### src/rtl/obi_vx_bridge_pkg.sv
// Shared types and constants for the OBI-slave to VX-memory-master bridge.
package obi_vx_bridge_pkg;

  typedef enum logic [1:0] {
    IDLE         = 2'd0,
    VX_SEND_REQ  = 2'd1,
    VX_WAIT_RSP  = 2'd2,
    OBI_SEND_RSP = 2'd3
  } state_t;

  localparam logic [31:0] TIMEOUT_RDATA = 32'hDEAD_BEEF;

endpackage

### src/rtl/obi_vx_bridge_if.sv
// Bus bundles used by the bridge: OBI request/response and VX memory request/response.
interface obi_req_if;
  logic        req;
  logic        we;
  logic [3:0]  be;
  logic [31:0] addr;
  logic [31:0] wdata;
  logic        gnt;

  modport slave  (input req, we, be, addr, wdata, output gnt);
  modport master (output req, we, be, addr, wdata, input gnt);
endinterface

interface obi_rsp_if;
  logic        rvalid;
  logic [31:0] rdata;

  modport master (output rvalid, rdata);
  modport slave  (input rvalid, rdata);
endinterface

interface VX_mem_req_if #(
  parameter int TAG_WIDTH = 1
);
  logic                 valid;
  logic                 rw;
  logic [3:0]           byteen;
  logic [31:0]          addr;
  logic [31:0]          data;
  logic [TAG_WIDTH-1:0] tag;
  logic                 ready;

  modport master (output valid, rw, byteen, addr, data, tag, input ready);
  modport slave  (input valid, rw, byteen, addr, data, tag, output ready);
endinterface

interface VX_mem_rsp_if #(
  parameter int TAG_WIDTH = 1
);
  logic                 valid;
  logic [31:0]          data;
  logic [TAG_WIDTH-1:0] tag;
  logic                 ready;

  modport slave  (input valid, data, tag, output ready);
  modport master (output valid, data, tag, input ready);
endinterface

### src/rtl/obi_vx_timeout_cnt.sv
// Read-response watchdog for the bridge; only built with OBI_VX_TIMEOUT_EN.
`ifdef OBI_VX_TIMEOUT_EN
module obi_vx_timeout_cnt #(
  parameter int TIMEOUT_CYCLES = 1024
) (
  input  logic clk_i,
  input  logic rst_i,
  input  logic clear,
  input  logic enable,
  output logic expired
);

  localparam int CW = $clog2(TIMEOUT_CYCLES) + 1;

  logic [CW-1:0] cnt_q;

  always_ff @(posedge clk_i or posedge rst_i) begin
    if (rst_i) begin
      cnt_q <= '0;
    end else if (clear) begin
      cnt_q <= '0;
    end else if (enable && !expired) begin
      cnt_q <= cnt_q + 1'b1;
    end
  end

  assign expired = enable && (cnt_q == CW'(TIMEOUT_CYCLES - 1));

endmodule
`endif

### src/rtl/obi_to_vx_mem_bridge.sv
// OBI slave -> VX memory master bridge, one transaction in flight.
// Optional read-response timeout and sticky err_o under OBI_VX_TIMEOUT_EN.
module obi_to_vx_mem_bridge
  import obi_vx_bridge_pkg::*;
#(
  parameter int TAG_WIDTH_BIT  = 1,
  parameter int TIMEOUT_CYCLES = 1024
) (
  input  logic        clk_i,
  input  logic        rst_i,
  obi_req_if.slave    obi_req,
  obi_rsp_if.master   obi_rsp,
  VX_mem_req_if.master vx_mem_req,
  VX_mem_rsp_if.slave vx_mem_rsp
`ifdef OBI_VX_TIMEOUT_EN
  ,
  output logic        err_o
`endif
);

  state_t                   state_q, state_d;
  logic [TAG_WIDTH_BIT-1:0] tag_cnt_q, tag_q;
  logic                     we_q;
  logic [3:0]               be_q;
  logic [31:0]              addr_q, wdata_q, rdata_q;
  logic                     tag_match, expired;

  assign tag_match = vx_mem_rsp.valid && (vx_mem_rsp.tag == tag_q);

`ifdef OBI_VX_TIMEOUT_EN
  logic err_q;

  obi_vx_timeout_cnt #(
    .TIMEOUT_CYCLES(TIMEOUT_CYCLES)
  ) u_timeout_cnt (
    .clk_i  (clk_i),
    .rst_i  (rst_i),
    .clear  ((state_q == VX_SEND_REQ) && vx_mem_req.ready && !we_q),
    .enable (state_q == VX_WAIT_RSP),
    .expired(expired)
  );

  assign err_o = err_q;
`else
  logic timeout_unused;
  assign timeout_unused = (TIMEOUT_CYCLES != 0);
  assign expired        = 1'b0;
`endif

  always_ff @(posedge clk_i or posedge rst_i) begin
    if (rst_i) begin
      state_q <= IDLE;
    end else begin
      state_q <= state_d;
    end
  end

  always_comb begin
    state_d = state_q;
    case (state_q)
      IDLE:         if (obi_req.req) state_d = VX_SEND_REQ;
      VX_SEND_REQ:  if (vx_mem_req.ready) state_d = we_q ? OBI_SEND_RSP : VX_WAIT_RSP;
      VX_WAIT_RSP:  if (tag_match || expired) state_d = OBI_SEND_RSP;
      OBI_SEND_RSP: state_d = IDLE;
      default:      state_d = IDLE;
    endcase
  end

  // gnt is gated by rst_i so it reads 0 while reset is held, even with req high.
  always_comb begin
    obi_req.gnt      = (state_q == IDLE) && obi_req.req && !rst_i;
    vx_mem_req.valid = (state_q == VX_SEND_REQ);
    vx_mem_rsp.ready = (state_q == VX_WAIT_RSP);
    obi_rsp.rvalid   = (state_q == OBI_SEND_RSP);
  end

  assign vx_mem_req.rw     = we_q;
  assign vx_mem_req.byteen = be_q;
  assign vx_mem_req.addr   = addr_q;
  assign vx_mem_req.data   = wdata_q;
  assign vx_mem_req.tag    = tag_q;
  assign obi_rsp.rdata     = rdata_q;

  always_ff @(posedge clk_i or posedge rst_i) begin
    if (rst_i) begin
      tag_cnt_q <= '0;
      tag_q     <= '0;
      we_q      <= 1'b0;
      be_q      <= '0;
      addr_q    <= '0;
      wdata_q   <= '0;
      rdata_q   <= '0;
`ifdef OBI_VX_TIMEOUT_EN
      err_q     <= 1'b0;
`endif
    end else begin
      if ((state_q == IDLE) && obi_req.req) begin
        we_q      <= obi_req.we;
        be_q      <= obi_req.be;
        addr_q    <= obi_req.addr;
        wdata_q   <= obi_req.wdata;
        tag_q     <= tag_cnt_q;
        tag_cnt_q <= tag_cnt_q + 1'b1;
      end
      if ((state_q == VX_SEND_REQ) && vx_mem_req.ready && we_q) begin
        rdata_q <= '0;
      end
      if ((state_q == VX_WAIT_RSP) && tag_match) begin
        rdata_q <= vx_mem_rsp.data;
      end
`ifdef OBI_VX_TIMEOUT_EN
      else if ((state_q == VX_WAIT_RSP) && expired) begin
        rdata_q <= TIMEOUT_RDATA;
        err_q   <= 1'b1;
      end
`endif
    end
  end

endmodule

### src/flat_wrapper.sv
// flat-port wrapper written by rule: the top's interface ports become plain ports
module obi_to_vx_mem_bridge_flat import obi_vx_bridge_pkg::*;
#(
  parameter int TAG_WIDTH_BIT  = 1,
  parameter int TIMEOUT_CYCLES = 1024
)
  (clk_i, rst_i, obi_req_req, obi_req_we, obi_req_be, obi_req_addr, obi_req_wdata, obi_req_gnt, obi_rsp_rvalid, obi_rsp_rdata, vx_mem_req_valid, vx_mem_req_rw, vx_mem_req_byteen, vx_mem_req_addr, vx_mem_req_data, vx_mem_req_tag, vx_mem_req_ready, vx_mem_rsp_valid, vx_mem_rsp_data, vx_mem_rsp_tag, vx_mem_rsp_ready);
  obi_req_if obi_req_i ();
  obi_rsp_if obi_rsp_i ();
  VX_mem_req_if #(.TAG_WIDTH((1))) vx_mem_req_i ();
  VX_mem_rsp_if #(.TAG_WIDTH((1))) vx_mem_rsp_i ();
  input  logic clk_i;
  input  logic rst_i;
  input wire logic [$bits(obi_req_i.req)-1:0] obi_req_req;
  input wire logic [$bits(obi_req_i.we)-1:0] obi_req_we;
  input wire logic [$bits(obi_req_i.be)-1:0] obi_req_be;
  input wire logic [$bits(obi_req_i.addr)-1:0] obi_req_addr;
  input wire logic [$bits(obi_req_i.wdata)-1:0] obi_req_wdata;
  output wire logic [$bits(obi_req_i.gnt)-1:0] obi_req_gnt;
  output wire logic [$bits(obi_rsp_i.rvalid)-1:0] obi_rsp_rvalid;
  output wire logic [$bits(obi_rsp_i.rdata)-1:0] obi_rsp_rdata;
  output wire logic [$bits(vx_mem_req_i.valid)-1:0] vx_mem_req_valid;
  output wire logic [$bits(vx_mem_req_i.rw)-1:0] vx_mem_req_rw;
  output wire logic [$bits(vx_mem_req_i.byteen)-1:0] vx_mem_req_byteen;
  output wire logic [$bits(vx_mem_req_i.addr)-1:0] vx_mem_req_addr;
  output wire logic [$bits(vx_mem_req_i.data)-1:0] vx_mem_req_data;
  output wire logic [$bits(vx_mem_req_i.tag)-1:0] vx_mem_req_tag;
  input wire logic [$bits(vx_mem_req_i.ready)-1:0] vx_mem_req_ready;
  input wire logic [$bits(vx_mem_rsp_i.valid)-1:0] vx_mem_rsp_valid;
  input wire logic [$bits(vx_mem_rsp_i.data)-1:0] vx_mem_rsp_data;
  input wire logic [$bits(vx_mem_rsp_i.tag)-1:0] vx_mem_rsp_tag;
  output wire logic [$bits(vx_mem_rsp_i.ready)-1:0] vx_mem_rsp_ready;
  assign obi_req_i.req = obi_req_req;
  assign obi_req_i.we = obi_req_we;
  assign obi_req_i.be = obi_req_be;
  assign obi_req_i.addr = obi_req_addr;
  assign obi_req_i.wdata = obi_req_wdata;
  assign obi_req_gnt = obi_req_i.gnt;
  assign obi_rsp_rvalid = obi_rsp_i.rvalid;
  assign obi_rsp_rdata = obi_rsp_i.rdata;
  assign vx_mem_req_valid = vx_mem_req_i.valid;
  assign vx_mem_req_rw = vx_mem_req_i.rw;
  assign vx_mem_req_byteen = vx_mem_req_i.byteen;
  assign vx_mem_req_addr = vx_mem_req_i.addr;
  assign vx_mem_req_data = vx_mem_req_i.data;
  assign vx_mem_req_tag = vx_mem_req_i.tag;
  assign vx_mem_req_i.ready = vx_mem_req_ready;
  assign vx_mem_rsp_i.valid = vx_mem_rsp_valid;
  assign vx_mem_rsp_i.data = vx_mem_rsp_data;
  assign vx_mem_rsp_i.tag = vx_mem_rsp_tag;
  assign vx_mem_rsp_ready = vx_mem_rsp_i.ready;
  obi_to_vx_mem_bridge #(.TAG_WIDTH_BIT(TAG_WIDTH_BIT), .TIMEOUT_CYCLES(TIMEOUT_CYCLES)) u_core (.clk_i(clk_i), .rst_i(rst_i), .obi_req(obi_req_i), .obi_rsp(obi_rsp_i), .vx_mem_req(vx_mem_req_i), .vx_mem_rsp(vx_mem_rsp_i));
endmodule
### config.mk
export PLATFORM = sky130hd
export DESIGN_NAME = obi_to_vx_mem_bridge_flat
export DESIGN_NICKNAME = d
export VERILOG_FILES = /design/src/rtl/obi_vx_bridge_pkg.sv /design/src/rtl/obi_vx_bridge_if.sv /design/src/rtl/obi_vx_timeout_cnt.sv /design/src/rtl/obi_to_vx_mem_bridge.sv /design/src/flat_wrapper.sv
export SDC_FILE = /design/constraint.sdc
export NUM_CORES = 1
export LEC_CHECK = 0
export ABC_AREA = 1
export BUFFER_PORTS_ARGS = -buffer_cell sky130_fd_sc_hd__buf_2
export CAP_MARGIN = 20
export CORE_MARGIN = 3
export CORE_UTILIZATION = 49
export CTS_CLUSTER_DIAMETER = 120
export DETAILED_ROUTE_END_ITERATION = 8
export PLACE_DENSITY = 0.84
export SLEW_MARGIN = 20
export SYNTH_ARGS = -nofsm -noshare
export SYNTH_HDL_FRONTEND = slang
export SYNTH_SLANG_ARGS = --single-unit
### constraint.sdc
create_clock -name clk_i -period 6.2 [get_ports clk_i]
set_clock_uncertainty 0.1 [all_clocks]
set_input_delay 0.62 -clock clk_i [delete_from_list [all_inputs] [get_ports clk_i]]
set_output_delay 0.62 -clock clk_i [all_outputs]
set_load 0.03 [all_outputs]
### Word level (Yosys, flattened, before mapping)

Cells that the tools add are included.

| storage, ports and cells | value |
|---|---|
| flip-flop bits (word level) | 105 |
| bits of input ports | 107 |
| output and inout bits | 106 |
| word-level logic and storage cells | 33 |

| operators by class | value |
|---|---|
| add/subtract/negate cells | 1 |
| equal/unequal tests | 7 |
| mux-type cells | 7 |
| reduce and logical (&&, ||, !) cells | 10 |

Operators by type and width:

| kind | number |
|---|---|
| 32-bit 2-to-1 mux | 2 |
| 2-bit case mux with 4 select lines | 1 |
| 1-bit logical AND | 6 |
| 2-bit 2-to-1 mux | 3 |
| 2-bit equality test, second input constant | 2 |
| 2-bit by 1-bit != test with 1-bit output, second input constant | 2 |
| 3-bit AND reduction | 1 |
| 2-bit by 1-bit equality test with 1-bit output, second input constant | 1 |
| 2-bit logical NOT | 1 |
| 2-bit != test, second input constant | 1 |
| 2-bit nonzero test | 1 |
| 1-bit adder, second input constant | 1 |
| 1-bit equality test | 1 |
| 1-bit logical NOT | 1 |
| 1-bit 2-to-1 mux | 1 |

### Longest topological paths before layout

| logic depth | value |
|---|---|
| depth after elaboration | 5 |
| mapped depth | 8 |

### Worst setup path before layout

No wires, ideal clock.

| timing path | value |
|---|---|
| kind | register to output |
| start | register u_core.state_q[0] |
| end | output port obi_req_gnt |
| arrival time | 1.420 ns |
| slack | 4.060 ns |
| stages on the path, launching flop included | 6 |
| path buffers | 1 |
| cell sequence | dfrtp_1 inv_1 ha_1 nand2_4 clkbuf_8 nor2_1 |

| on the way | value |
|---|---|
| cells in the longest elaborated chain, start to end | 3 |

RTL lines:

| element | RTL line | text |
|---|---|---|
| start: declaration | obi_to_vx_mem_bridge.sv:21 | `state_t state_q, state_d;` |
| start signal: assignment | obi_to_vx_mem_bridge.sv:54 | `state_q <= state_d;` |
| 2-bit logical NOT | obi_to_vx_mem_bridge.sv:71 | `obi_req.gnt = (state_q == IDLE) && obi_req.req && !rst_i;` |
| 1-bit logical AND (2 in a row) | obi_to_vx_mem_bridge.sv:71 |  |
| end: declaration | flat_wrapper.sv:19 | `output wire logic [$bits(obi_req_i.gnt)-1:0] obi_req_gnt;` |

Every way passes these cells.

### Final worst setup path

Same ends and word-level chain as after synthesis.

==> impl_metrics.tcl <==
set metrics [dict create \
    gp_congestion 0.784 \
    p_per_area_mw_per_mm2 577 \
    netlist_top_cells_count "dfrtp_1 (105), nand2_1 (64), mux2_2 (63)" \
    clk_pin_slew_ns 0.10 \
    antenna_found_initial 0 \
    synth_area_mm2 0.00422 \
    cts_resized 0 \
    synth.most_common_cell "dfrtp_1" \
    min_period_ns 2.89 \
    fmax_mhz 346 \
    grt_pass1_wl_mm 15.2 \
    synth_top_cell_by_area "dfrtp_1" \
    cpLargestDelayFamily "simple AND/OR/NAND/NOR gates" \
    syn_inst 323 \
    p_leak_uw 0.00296 \
    final_nets 644 \
    place_hpwl_mm 7.04 \
    tightest_slew_ns 0.941 \
    ys_seq_area_share_pct 62.3 \
    cts_tree "yes" \
    numClockSinks 105 \
    clkLatencyLatePin_ns 0.35 \
    cts_made_buffers 9 \
    grt_pass1_vias 3265 \
    slowest_stage "nand2_4" \
    routed_wl_mm 9.40 \
    clockBufferDepth 2 \
    drive_gt1_share_pct 57.8 \
    wl_per_cell_um 14.7 \
    fin_util_pct 65.6 \
    holdWs_ns 0.200 \
    cp.required_ns 5.48 \
    initial_core_util_pct 50.8 \
    rows 33 \
    cts_root_buffer "clkbuf_8" \
    drt_first_pass_iters 4 \
    ys.flop_type "dfrtp_1" \
    final_hold_viol_count 0 \
    peakVddDrop_mv 0.250 \
    grt_max_degree 74 \
    relSlewSlack_pct 37.2 \
    fillCellCount 634 \
    syn_nets 435 \
    vias 3069 \
    grt-ovfl-total 0 \
    holdCritPathClass "input port to async pin" \
    insertedDiodeCount 0 \
    drv_slew 0 \
    critical_path.max_stage_delay_ns 0.49 \
    via_per_inst 4.80 \
    yosys_warnings 0 \
    outcome "complete, no violations" \
    die_w_um 98.8 \
    fin_crit_sh_pct 46.6 \
    initialDrtViolationCount 57 \
    drc 0 \
    postCtsHoldBufs 0 \
    worstSetupStartpointType "register" \
    cp_max_fo 73 \
    synth_edf_count 0 \
    critPathKind "register to output pin" \
    synth_seq_cells 105 \
    postSynthAreaPerCell_um2 13.1 \
    maxCapViolCount 0 \
    path_cells "inv_1, ha_1, nand2_4, nor2_1, buf_2" \
    synth.area.top_cells "dfrtp_1 (62%), mux2_2 (17%), nand2_1 (5.7%)" \
    synthDistinctLibCells 21 \
    port_buffers 212 \
    yosys.area.top_type_share_pct 62.3 \
    core-area_mm2 0.00830 \
    endpoint_kind "output pin" \
    die_h_um 98.8 \
    setup_viol 0 \
    arrival_ns 2.17 \
    drtAntennaViolNets 0 \
    critPathBufInv 2 \
    grtUsageTotal_pct 19.4 \
    synthArstFlopShare_pct 100 \
    area_growth_pct 29.1 \
    post_cts_buffers 0 \
    rsz0062_at_grt "no" \
    htreeDepth 3 \
    setup_tns_ns 0 \
    ioPinCount 213 \
    fp.dieArea_mm2 0.00976 \
]
worst paths after layout:
path / from / end / slack (ns) / depth (start not counted)
setup / recovery: u_core.state_q[0] / obi_req_gnt / 3.31 / 5
min in group clk_i: vx_mem_rsp_data[4] / u_core.obi_rsp.rdata[4] / 0.36 / 3
max in group asynchronous: rst_i / u_core.vx_mem_req.data[14] / 4.59 / 3
hold reg to reg: u_core.tag_cnt_q / u_core.tag_cnt_q / 0.39 / 1
setup reg to reg: u_core.state_q[0] / u_core.obi_rsp.rdata[24] / 3.98 / 6
hold / removal: rst_i / u_core.vx_mem_req.addr[2] / 0.20 / 2
worst register-to-register path: cells and delay by family (launching register included):
| kind | cells | cell delay (ns) |
|---|---|---|
| simple gates | 3 | 0.64 |
| flops | 1 | 0.44 |
| buf+inv | 2 | 0.71 |
| fa+ha+maj | 1 | 0.27 |
sequential cells by signal (all words and copies together) (netlist names):
signal	cells
u_core.state_q	2
u_core.tag_cnt_q	1
u_core.vx_mem_req.byteen	4
u_core.obi_rsp.rdata	32
u_core.vx_mem_req.data	32
u_core.vx_mem_req.rw	1
u_core.vx_mem_req.tag	1
u_core.vx_mem_req.addr	32
cell type report:
class / instances / area, um^2 / share of cell area [%]
repair buffers: 214 / 1080 / 19.9
clock inverters: 4 / 31.3 / 0.574
clock buffers: 10 / 128 / 2.34
inverters: 9 / 37.5 / 0.689
multi-input cells: 193 / 1410 / 25.8
flip-flops and latches: 105 / 2630 / 48.3
well taps: 105 / 131 / 2.41
where the power goes:
group	total [uW]	switching [uW]	internal, uW
Sequential	1170	161	1000
Clock	367	223	144
Combinational	1610	1050	557
Total	3140	1440	1700
stage by stage:
stage                     area, um^2  instances  worst slack [ns]  power, uW
after floorplan                 4220        323              2.72       2360
after global placement          5270        625              3.78       2750
after detailed placement        5290        626              3.69       2810
after CTS                       5450        640              3.28       3180
after global routing            5450        640              3.09       3340
final                           5450        640              3.31       3140
layout by cell type (no fill, tap or decap), drive strengths merged:
cell      count
nand4         1
mux2         69
xnor2         1
dfrtp       105
nor2          2
o21ai         1
clkinvlp      3
nand3        37
inv           9
nand2        75
clkinv        1
ha            5
clkbuf       10
a21oi         2
buf         214
routing by layer:
layer  part of all wire (%)  vias up  track usage [%]
met4                    1.4        0             6.09
met5                      0        -                0
met2                     50      136             33.7
met1                     39     1439             22.9
met3                    8.9       11             6.09
li1                       -     1483                -
kinds of logic after synthesis:
family	synth area share (%)
compound gates	0.356
xor+xnor	0.208
fa+ha+maj	1.48
buf+inv	4.36
flops	62.3
mux	18.8
simple gates	12.5
(Power assumes the default switching activity.)
